`config.mk`:
```
export PLATFORM = sky130hd
export DESIGN_NAME = fetch_stage
export DESIGN_NICKNAME = d
export VERILOG_FILES = /design/src/rtl/fetch_stage.sv
export SDC_FILE = /design/constraint.sdc
export NUM_CORES = 1
export LEC_CHECK = 0
export BUFFER_PORTS_ARGS = -buffer_cell sky130_fd_sc_hd__buf_2
export CORE_AREA = 3 3 129 131
export CTS_BUF_LIST = sky130_fd_sc_hd__clkbuf_2 sky130_fd_sc_hd__clkbuf_4 sky130_fd_sc_hd__clkbuf_8
export CTS_CLUSTER_SIZE = 10
export DETAILED_ROUTE_END_ITERATION = 8
export DIE_AREA = 0 0 132 134
export PLACE_DENSITY = 0.75
export SYNTH_ARGS = -nofsm -noshare
export SYNTH_HDL_FRONTEND = slang
export SYNTH_SLANG_ARGS = --single-unit
```
`constraint.sdc`:
```
create_clock -name clk -period 6.1 [get_ports clk]
set_clock_uncertainty 0.1 [all_clocks]
set_input_delay 0.61 -clock clk [delete_from_list [all_inputs] [get_ports clk]]
set_output_delay 0.61 -clock clk [all_outputs]
set_load 0.02 [all_outputs]
```
`src/rtl/fetch_stage.sv`:
```
// Instruction-fetch stage: owns the PC, keeps one request outstanding to the
// instruction memory and fills the IF/ID register for decode.
module fetch_stage #(
  parameter int unsigned     XLEN      = 32,
  parameter logic [XLEN-1:0] RESET_PC  = '0,
  parameter int unsigned     PC_STEP   = 4,
  parameter logic [31:0]     NOP_INSTR = 32'h0000_0000
) (
  input  logic            clk,
  input  logic            reset,
  input  logic            stall_i,
  input  logic            redirect_i,
  input  logic [XLEN-1:0] redirect_pc_i,
  output logic            imem_req_o,
  output logic [XLEN-1:0] imem_addr_o,
  input  logic [31:0]     imem_rdata_i,
  input  logic            imem_valid_i,
  output logic            if_id_valid_o,
  output logic [XLEN-1:0] if_id_pc_o,
  output logic [XLEN-1:0] if_id_pc_next_o,
  output logic [31:0]     if_id_instr_o
);

  typedef enum logic [1:0] {ISSUE, WAIT, BUF, DROP} state_t;

  state_t          state;
  logic [XLEN-1:0] pc_q;
  logic [31:0]     instr_buf;
  logic [XLEN-1:0] pc_inc;
  logic [XLEN-1:0] redirect_target;
  logic            accept;
  logic [31:0]     accept_word;

  assign pc_inc          = pc_q + XLEN'(PC_STEP);
  assign redirect_target = {redirect_pc_i[XLEN-1:2], 2'b00};
  assign imem_req_o      = (state == ISSUE);
  assign imem_addr_o     = pc_q;

  // A word reaches IF/ID only when neither a flush nor a stall blocks it;
  // in BUF the word comes from the stall buffer instead of the memory bus.
  always_comb begin
    accept      = 1'b0;
    accept_word = imem_rdata_i;
    if (!redirect_i && !stall_i) begin
      if (state == WAIT && imem_valid_i) begin
        accept = 1'b1;
      end else if (state == BUF) begin
        accept      = 1'b1;
        accept_word = instr_buf;
      end
    end
  end

  always_ff @(posedge clk) begin
    if (reset) begin
      state           <= ISSUE;
      pc_q            <= RESET_PC;
      instr_buf       <= NOP_INSTR;
      if_id_valid_o   <= 1'b0;
      if_id_pc_o      <= '0;
      if_id_pc_next_o <= '0;
      if_id_instr_o   <= NOP_INSTR;
    end else begin
      case (state)
        ISSUE: begin
          if (redirect_i) begin
            pc_q  <= redirect_target;
            state <= DROP;
          end else begin
            state <= WAIT;
          end
        end
        WAIT: begin
          if (imem_valid_i && redirect_i) begin
            pc_q  <= redirect_target;
            state <= ISSUE;
          end else if (imem_valid_i && stall_i) begin
            instr_buf <= imem_rdata_i;
            state     <= BUF;
          end else if (imem_valid_i) begin
            pc_q  <= pc_inc;
            state <= ISSUE;
          end else if (redirect_i) begin
            pc_q  <= redirect_target;
            state <= DROP;
          end
        end
        BUF: begin
          if (redirect_i) begin
            pc_q  <= redirect_target;
            state <= ISSUE;
          end else if (!stall_i) begin
            pc_q  <= pc_inc;
            state <= ISSUE;
          end
        end
        DROP: begin
          // The stale response must drain before the new target is requested.
          if (redirect_i) pc_q <= redirect_target;
          if (imem_valid_i) state <= ISSUE;
        end
        default: state <= ISSUE;
      endcase

      if (redirect_i) begin
        if_id_valid_o <= 1'b0;
        if_id_instr_o <= NOP_INSTR;
      end else if (!stall_i) begin
        if (accept) begin
          if_id_valid_o   <= 1'b1;
          if_id_pc_o      <= pc_q;
          if_id_pc_next_o <= pc_inc;
          if_id_instr_o   <= accept_word;
        end else begin
          if_id_valid_o <= 1'b0;
          if_id_instr_o <= NOP_INSTR;
        end
      end
    end
  end

endmodule

```
==> results.sh, run 1 <==
export IMPL_status="complete, no violations"
export IMPL_nFillCells=1421
export IMPL_fin_area_mm2=0.00905
export IMPL_htreeDepth=4
export IMPL_cp_max_fo=24
export IMPL_worst_slew_pin_slew_ps=1110
export IMPL_post_cts_buffers=0
export IMPL_p_seq_share_pct=45.4
export IMPL_synth_edf_count=0
export IMPL_finalPower_mw=2.69
export IMPL_finalCritPeriodShare_pct=48.0
export IMPL_dr_pass1_iters=5
export IMPL_core_area_mm2=0.0157
export IMPL_power_leakage_nw=3.62
export IMPL_grt_overflow=0
export IMPL_start_kind="flop"
export IMPL_dieArea_mm2=0.0177
export IMPL_synth_flop_cell="dfxtp_1"
export IMPL_die_width_um=132
export IMPL_yosysUniqueCellTypes=68
export IMPL_worstSetupPathType="reg -> reg"
export IMPL_pwr_density_cell_mw_per_mm2=297
export IMPL_cts_root_buffer="clkbuf_8"
export IMPL_dpl_instance_area_mm2=0.00863
export IMPL_routed_wl_mm=21.1
export IMPL_yosysTopAreaCell="dfxtp_1"
export IMPL_cts_buffer_depth=2
export IMPL_num_vias=7131
export IMPL_drive_above_1_share_pct=29.1
export IMPL_rows=46
export IMPL_port_buffer_count=196
export IMPL_grt_pass1_vias=6673
export IMPL_drc=0
export IMPL_yosys_top_cells_area="dfxtp_1 (42%), nand2_1 (7.4%), a21oi_1 (6.0%)"
export IMPL_nNetsFinal=1119
export IMPL_cts_sinks=161
export IMPL_rsz0062_at_grt="no"
export IMPL_syn2layout_area_growth_pct=17.5
export IMPL_holdWs_ps=260
export IMPL_clockPowerShare_pct=30.7
export IMPL_multi_input_area_mm2=0.00404
export IMPL_grt_usage_pct=23.6
export IMPL_fin_crit_ps=2930
export IMPL_peakVddDrop_mv=0.176
export IMPL_regArea_mm2=0.00322
export IMPL_first_iter_violations=564
export IMPL_tns_ps=0
export IMPL_cts_buffers=17
export IMPL_via_per_inst=5.60
export IMPL_async_flop_share_pct=0
export IMPL_crit_chain="inv_1 > ha_1 > a21oi_2 > nand2b_1 > nand2_1 > or4_1 > o211ai_1"
export IMPL_gp_congestion=0.826
export IMPL_cp_num_buf_inv=1
export IMPL_routedWlPerCell_um=16.6
export IMPL_cpLargestDelayFamily="simple AND/OR/NAND/NOR gates"
export IMPL_die_h_um=134
export IMPL_critPathCaptureType="flop"
export IMPL_hold_path_class="in -> reg"
export IMPL_cp_required_ps=6390
export IMPL_ys_seq_area_share_pct=41.9
export IMPL_max_cap_violations=0
export IMPL_synth_warnings=0
export IMPL_synth_top_area_share_pct=41.9
export IMPL_worstPathArrival_ps=3220
export IMPL_ys_ff_latch=161
export IMPL_syn_area_mm2=0.00770
export IMPL_cts_hold_buf=0
export IMPL_syn_avg_cell_area_um2=8.48
export IMPL_dp_hpwl_mm=14.1
export IMPL_cp_slowest_cell="nand2b_1"
export IMPL_p_comb_share_pct=23.9
export IMPL_fmax_mhz=342
export IMPL_ios=199
export IMPL_grt_pass1_wl_mm=34.5
export IMPL_grt_max_degree=90
export IMPL_tritoncts="built"
export IMPL_clk_latency_ps=460
export IMPL_slew_violations=0
export IMPL_final_hold_viol_count=0
export IMPL_dp_cells=1241
export IMPL_clkTransAtPathRegs_ps=100
export IMPL_final_cells=1273
export IMPL_start_util_pct=49.0
export IMPL_cts_resized=0
export IMPL_p_int_mw=1.75
export IMPL_relSlewSlack_pct=25.4
export IMPL_syn_nets=983
export IMPL_antenna_found_initial=0
export IMPL_finalSetupViolCount=0
export IMPL_diodes=0
export IMPL_synth_cells=908
export IMPL_switching_share_pct=35.0
export IMPL_p_switching_mw=0.941
export IMPL_detail_route_antenna_nets=0
export IMPL_max_stage_delay_ps=800
[power groups by stage]
stage | sequential, mW | clock (mW) | combinational [mW]
global route | 1.24 | 0.891 | 0.702
floorplan | 1.26 | 0 | 0.434
global placement | 1.24 | 0 | 0.631
detailed placement | 1.24 | 0 | 0.639
finish | 1.22 | 0.826 | 0.642
CTS | 1.22 | 0.848 | 0.643
[routing by layer]
layer	vias to the layer above	GRT usage [%]	wire (µm)
li1	3483	-	-
met1	3347	31.3	9100
met2	270	36.8	9670
met3	31	7.20	1920
met4	0	8.23	426
met5	-	0	0
[through the flow]
| stage | worst slack [ps] | utilization (%) |
|---|---|---|
| after floorplan | 3940 | - |
| after global placement | 2970 | 54.9 |
| after detailed placement | 2940 | 54.9 |
| after CTS | 3220 | 57.6 |
| after global routing | 2990 | 57.6 |
| final | 3170 | 57.6 |
[worst min-delay path, delay by kind of cell]
kind / cells / cell delay, ps
and+or+nand+nor: 2 / 100
buffers and inverters: 1 / 70
[cells in the mapped netlist, drive strengths merged, types with 7 or more instances]
master and instances:
dfxtp 161, nor3 43, xnor2 13, clkbuf 43, inv 12, nand4 13, nand3 14, and3 8
buf 44, nor2 67, nor2b 7, a21oi 93, o21ai 18, a22oi 48, o32ai 7, nand2 152
nand2b 7, mux2 35, xor2 13, a211oi 34, o22ai 8
[flip-flops by register name (all words and copies together), names as in the netlist]
| signal | flops |
|---|---|
| if_id_instr_o | 32 |
| imem_addr_o | 32 |
| if_id_pc_o | 32 |
| instr_buf | 32 |
| state | 2 |
| if_id_valid_o | 1 |
| if_id_pc_next_o | 30 |
[worst paths after layout]
path / end / startpoint / slack (ps) / cells past startpoint
max: imem_addr_o[31] / state[0] / 3170 / 7
min: imem_addr_o[23] / redirect_pc_i[23] / 260 / 3
max reg2reg: imem_addr_o[31] / state[0] / 3170 / 7
min reg2reg: if_id_pc_o[6] / if_id_pc_o[6] / 350 / 2
[placed cells by master, fill, tap and decap left out, drive strengths merged, types with 6 or more instances in the layout]
cell type,instances
dfxtp,161
a211oi,34
nand4,13
nand2b,7
a21oi,93
o22ai,8
nor2b,7
clkbuf,18
xnor2,13
and3,8
nor2,67
nand2,152
xor2,13
o32ai,7
nand3,14
mux2i,6
o21ai,18
inv,19
buf,204
nor3,43
ha,6
mux2,35
a22oi,48
[cell type report]
class	count	area share, %
clock buffers	18	2.74
clock inverters	14	1.89
inverters	12	0.498
multi-input cells	648	44.7
flip-flops and latches	161	35.6
well taps	216	2.99
repair buffers	204	11.6
[logic make-up after synthesis]
logic type | count (synthesis) | share of synthesized area (%)
AND/OR/NAND/NOR | 337 | 21.9
adder cells (fa/ha/maj) | 6 | 0.975
XOR/XNOR | 26 | 2.96
flip-flops | 161 | 41.9
AO/OA/AOI/OAI | 238 | 20.6
multiplexers | 41 | 5.90
buffers and inverters | 99 | 5.77
Power figures use the tool's default switching activity.
==> run 2, diff against run 1 <==
clock period = 2.8 ns   (was 6.1 ns; I/O delays follow)
==> results.sh, run 2 (synthesis results as in run 1) <==
export IMPL_status="complete, no violations"
export IMPL_tns_ps=0
export IMPL_power_leakage_nw=3.84
export IMPL_grt_pass1_vias=6781
export IMPL_dr_pass1_iters=5
export IMPL_fmax_mhz=409
export IMPL_htreeDepth=4
export IMPL_hold_path_class="in -> reg"
export IMPL_routed_wl_mm=22.0
export IMPL_first_iter_violations=493
export IMPL_cp_max_fo=13
export IMPL_cts_sinks=161
export IMPL_switching_share_pct=35.9
export IMPL_final_common_cell="buf_2"
export IMPL_cts_resized=0
export IMPL_start_kind="flop"
export IMPL_drc=0
export IMPL_most_common_layout_cells="buf_2 (195), dfxtp_1 (161), nand2_1 (152)"
export IMPL_dp_hpwl_mm=14.5
export IMPL_worstPathArrival_ps=2720
export IMPL_tritoncts="built"
export IMPL_slew_violations=0
export IMPL_grt_usage_pct=24.2
export IMPL_final_cells=1324
export IMPL_dp_cells=1256
export IMPL_antenna_found_initial=0
export IMPL_fin_crit_ps=2450
export IMPL_clockPowerShare_pct=27.9
export IMPL_critPathCaptureType="flop"
export IMPL_nNetsFinal=1170
export IMPL_rows=46
export IMPL_r2r_cells=8
export IMPL_finalSetupViolCount=0
export IMPL_dieArea_mm2=0.0177
export IMPL_holdPathStages=3
export IMPL_peakVddDrop_mv=0.311
export IMPL_pwr_density_cell_mw_per_mm2=607
export IMPL_final_util_pct=60.5
export IMPL_final_hold_viol_count=0
export IMPL_cts_buffers=17
export IMPL_detail_route_antenna_nets=0
export IMPL_die_width_um=132
export IMPL_start_util_pct=49.0
export IMPL_worstSetupPathType="reg -> reg"
export IMPL_clk_latency_ps=450
export IMPL_r2r_slack_ps=350
export IMPL_holdWs_ps=37.2
export IMPL_p_seq_share_pct=45.9
export IMPL_syn2layout_area_growth_pct=23.5
export IMPL_die_h_um=134
export IMPL_clkTransAtPathRegs_ps=90
export IMPL_cp_required_ps=3080
export IMPL_num_vias=7345
export IMPL_max_cap_violations=0
export IMPL_finalCritPeriodShare_pct=87.4
export IMPL_drive_above_1_share_pct=29.2
export IMPL_p_int_mw=3.70
export IMPL_worst_slew_pin_slew_ps=797
export IMPL_cts_root_buffer="clkbuf_8"
export IMPL_p_switching_mw=2.07
export IMPL_gp_congestion=0.879
export IMPL_via_per_inst=5.55
export IMPL_rsz0062_at_grt="no"
export IMPL_ios=199
export IMPL_core_area_mm2=0.0157
export IMPL_relSlewSlack_pct=46.8
export IMPL_routedWlPerCell_um=16.7
export IMPL_cts_buffer_depth=2
export IMPL_grt_max_degree=76
export IMPL_port_buffer_count=196
export IMPL_grt_overflow=0
export IMPL_diodes=0
export IMPL_grt_pass1_wl_mm=35.3
export IMPL_p_comb_share_pct=26.2
export IMPL_nFillCells=1405
[run 2: changes by cell type in the layout (fill, tap and decap cells not counted), moves of 2 or more]
cell           change
bufinv_16          -2
buf_12             +3
inv_6              +2
inv_8              -2
dlygate4sd3_1     +36
buf_4             +12
[run 2: repair_timing]
item                      4_1_cts  5_1_grt
setup buffers                   0        0
hold buffers                   36        0
hold endpoints to repair       36        0
[run 2: area by class of cell]
class / count / area (µm²) / share of cell area (%)
multi-input combinational: 648 / 4040 / 42.5
sequential: 161 / 3220 / 33.9
inverter: 12 / 45.0 / 0.474
tap: 216 / 270 / 2.84
timing repair buffer: 255 / 1560 / 16.4
clock buffer: 18 / 248 / 2.61
clock inverter: 14 / 120 / 1.26
[run 2: metal layers]
| metal | wire length (µm) | vias up | track usage (%) |
|---|---|---|---|
| li1 | - | 3598 | - |
| met1 | 9510 | 3419 | 31.0 |
| met2 | 10400 | 300 | 40.1 |
| met3 | 1830 | 28 | 6.79 |
| met4 | 340 | 0 | 6.65 |
| met5 | 0 | - | 0 |
[run 2: per-stage QoR]
step                      power, mW  area, µm²  worst slack, ps
after floorplan                3.69       7700              636
after global placement         4.14       8780              451
after detailed placement       4.15       8780              417
after CTS                      5.80       9510              378
after global routing           6.07       9510              201
final                          5.77       9510              353
[run 2: path summary, 6_finish.rpt]
check	end	start
max	imem_addr_o[31]	state[1]
min	imem_addr_o[10]	redirect_pc_i[10]
max reg2reg	imem_addr_o[31]	state[1]
min reg2reg	imem_addr_o[1]	imem_addr_o[1]
[run 2: power by group through the flow]
stage               Clock (mW)  Sequential (mW)  Combinational (mW)
floorplan                    0             2.74               0.945
global placement             0             2.69                1.44
detailed placement           0             2.70                1.46
CTS                       1.65             2.64                1.51
global route              1.75             2.68                1.64
finish                    1.61             2.65                1.51
[run 2: critical path, stage by stage (launching register included)]
cell and delay, ps:
dfxtp_1 330, inv_1 130, ha_1 330, mux2_2 480
o22ai_2 320, buf_4 300, a22oi_1 90, or2_1 220
o211ai_1 80
==> run 3, diff against run 2 <==
ABC_AREA = 1   (was not set)
CORE_AREA = 3 3 130 132   (was 3 3 129 131)
DIE_AREA = 0 0 133 135   (was 0 0 132 134)
HOLD_SLACK_MARGIN = 0.08   (was not set)
==> results.sh, run 3 <==
export IMPL_status="complete, no violations"
export IMPL_fin_crit_ps=2220
export IMPL_first_iter_violations=694
export IMPL_grt_max_degree=67
export IMPL_syn_area_mm2=0.00790
export IMPL_max_cap_violations=0
export IMPL_most_common_layout_cells="nand2_1 (226), buf_2 (196), o21ai_0 (176)"
export IMPL_yosys_top_cells_area="dfxtp_1 (41%), o21ai_0 (11%), nand2_1 (11%)"
export IMPL_num_vias=8204
export IMPL_hold_path_class="in -> reg"
export IMPL_relSlewSlack_pct=61.7
export IMPL_worst_slew_pin_slew_ps=574
export IMPL_antenna_found_initial=1
export IMPL_dpl_instance_area_mm2=0.00897
export IMPL_critPathCaptureType="flop"
export IMPL_final_hold_viol_count=0
export IMPL_cts_sinks=161
export IMPL_peakVddDrop_mv=0.330
export IMPL_diodes=0
export IMPL_holdPathStages=5
export IMPL_grt_usage_pct=25.8
export IMPL_start_util_pct=49.9
export IMPL_r2r_start="state[0]"
export IMPL_dr_pass1_iters=5
export IMPL_syn_avg_cell_area_um2=6.79
export IMPL_yosysMostFrequentCell="nand2_1"
export IMPL_hold_end="imem_addr_o[23]"
export IMPL_tritoncts="built"
export IMPL_r2r_cells=10
export IMPL_ys_seq_area_share_pct=40.8
export IMPL_cts_root_buffer="clkbuf_8"
export IMPL_finalSetupViolCount=0
export IMPL_synth_edf_count=0
export IMPL_synth_flop_cell="dfxtp_1"
export IMPL_yosysUniqueCellTypes=33
export IMPL_dp_hpwl_mm=16.1
export IMPL_finalCritPeriodShare_pct=79.4
export IMPL_fin_area_mm2=0.00992
export IMPL_nFillCells=1441
export IMPL_nNetsFinal=1440
export IMPL_dieArea_mm2=0.0180
export IMPL_pwr_density_cell_mw_per_mm2=691
export IMPL_clkTransAtPathRegs_ps=90
export IMPL_worstPathArrival_ps=2480
export IMPL_power_leakage_nw=4.70
export IMPL_port_buffer_count=196
export IMPL_grt_overflow=0
export IMPL_clk_latency_ps=470
export IMPL_synthTopCellsByCount="nand2_1 (226), o21ai_0 (176), dfxtp_1 (161)"
export IMPL_syn_nets=1238
export IMPL_rsz0062_at_grt="no"
export IMPL_synth_top_area_share_pct=40.8
export IMPL_syn2layout_area_growth_pct=25.5
export IMPL_htreeDepth=4
export IMPL_grt_pass1_wl_mm=37.5
export IMPL_grt_pass1_vias=7309
export IMPL_worstSetupPathType="reg -> reg"
export IMPL_die_h_um=135
export IMPL_cp_max_fo=66
export IMPL_rows=46
export IMPL_routedWlPerCell_um=14.7
export IMPL_worstHoldStart="redirect_pc_i[23]"
export IMPL_tns_ps=0
export IMPL_r2r_slack_ps=580
export IMPL_die_width_um=133
export IMPL_async_flop_share_pct=0
export IMPL_synth_warnings=0
export IMPL_post_cts_buffers=0
export IMPL_r2r_end="if_id_pc_next_o[7]"
export IMPL_slew_violations=0
export IMPL_drive_above_1_share_pct=20.5
export IMPL_final_common_cell="nand2_1"
export IMPL_drc=0
export IMPL_routed_wl_mm=23.4
export IMPL_cts_buffers=17
export IMPL_fmax_mhz=450
export IMPL_cts_buffer_depth=2
export IMPL_ys_ff_latch=161
export IMPL_core_area_mm2=0.0158
export IMPL_via_per_inst=5.15
export IMPL_synth_cells=1163
export IMPL_detail_route_antenna_nets=0
export IMPL_gp_congestion=0.888
export IMPL_yosysTopAreaCell="dfxtp_1"
export IMPL_start_kind="flop"
export IMPL_cp_required_ps=3060
export IMPL_ios=199
-- run 3: kinds of logic after synthesis --
| group | count (synthesis) | synth area share (%) |
|---|---|---|
| flops | 161 | 40.8 |
| compound gates | 365 | 24.4 |
| simple gates | 425 | 22.2 |
| buf+inv | 189 | 9.82 |
| xor+xnor | 17 | 1.88 |
| fa+ha+maj | 6 | 0.950 |
-- run 3: metrics by stage --
step	hold slack (ps)	power [mW]	cells	utilization [%]	setup slack, ps
2_1_floorplan	315	4.03	1163	-	923
3_3_place_gp	342	4.64	1518	56.7	656
3_5_place_dp	347	4.67	1518	56.7	587
4_1_cts	82.9	6.87	1594	62.7	547
5_1_grt	117	7.23	1594	62.7	319
6_report	109	6.86	1594	62.7	578
-- run 3: how the worst max path moves through the flow --
stage                        start             endpoint  depth (start not counted)
floorplan           imem_addr_o[2]      imem_addr_o[26]                         14
global placement          state[0]  if_id_pc_next_o[17]                         10
detailed placement        state[0]  if_id_pc_next_o[17]                         10
CTS                       state[0]   if_id_pc_next_o[7]                         10
global route              state[0]   if_id_pc_next_o[7]                         10
finish                    state[0]   if_id_pc_next_o[7]                         10
-- run 3: worst max-delay path, stage by stage (launching register included) --
cell and delay, ps:
dfxtp_1 350, inv_1 110, ha_1 190, inv_1 160
nand2_2 130, nand2_2 60, inv_2 430, buf_12 320
nand2_1 100, o211ai_1 100, inv_1 60
-- run 3: timing repair --
item | in CTS | in global routing
gates resized for setup | 0 | 0
endpoints found under the hold margin | 52 | 0
hold buffers | 44 | 0
-- run 3: where the power goes --
group          leakage (nW)  internal, mW  switching (mW)  total (mW)
combinational          3.14         0.640            1.30        1.94
sequential             1.31          2.52           0.232        2.75
clock                 0.256          1.21           0.957        2.17
-- run 3: layout make-up --
type / count / area [µm²] / share of cell area (%)
clock buffer: 18 / 248 / 2.50
clock inverter: 14 / 263 / 2.65
inverter: 117 / 439 / 4.43
multi-input combinational: 813 / 3900 / 39.4
sequential: 161 / 3220 / 32.5
tap: 216 / 270 / 2.72
timing repair buffer: 255 / 1570 / 15.8
-- run 3: routing by layer --
metal	part of all wire, %	track usage, %	vias up
met1	44	34.8	3679
met4	2.2	7.79	2
met3	7.1	6.33	42
li1	-	-	4172
met5	0.030	0	-
met2	46	41.0	309
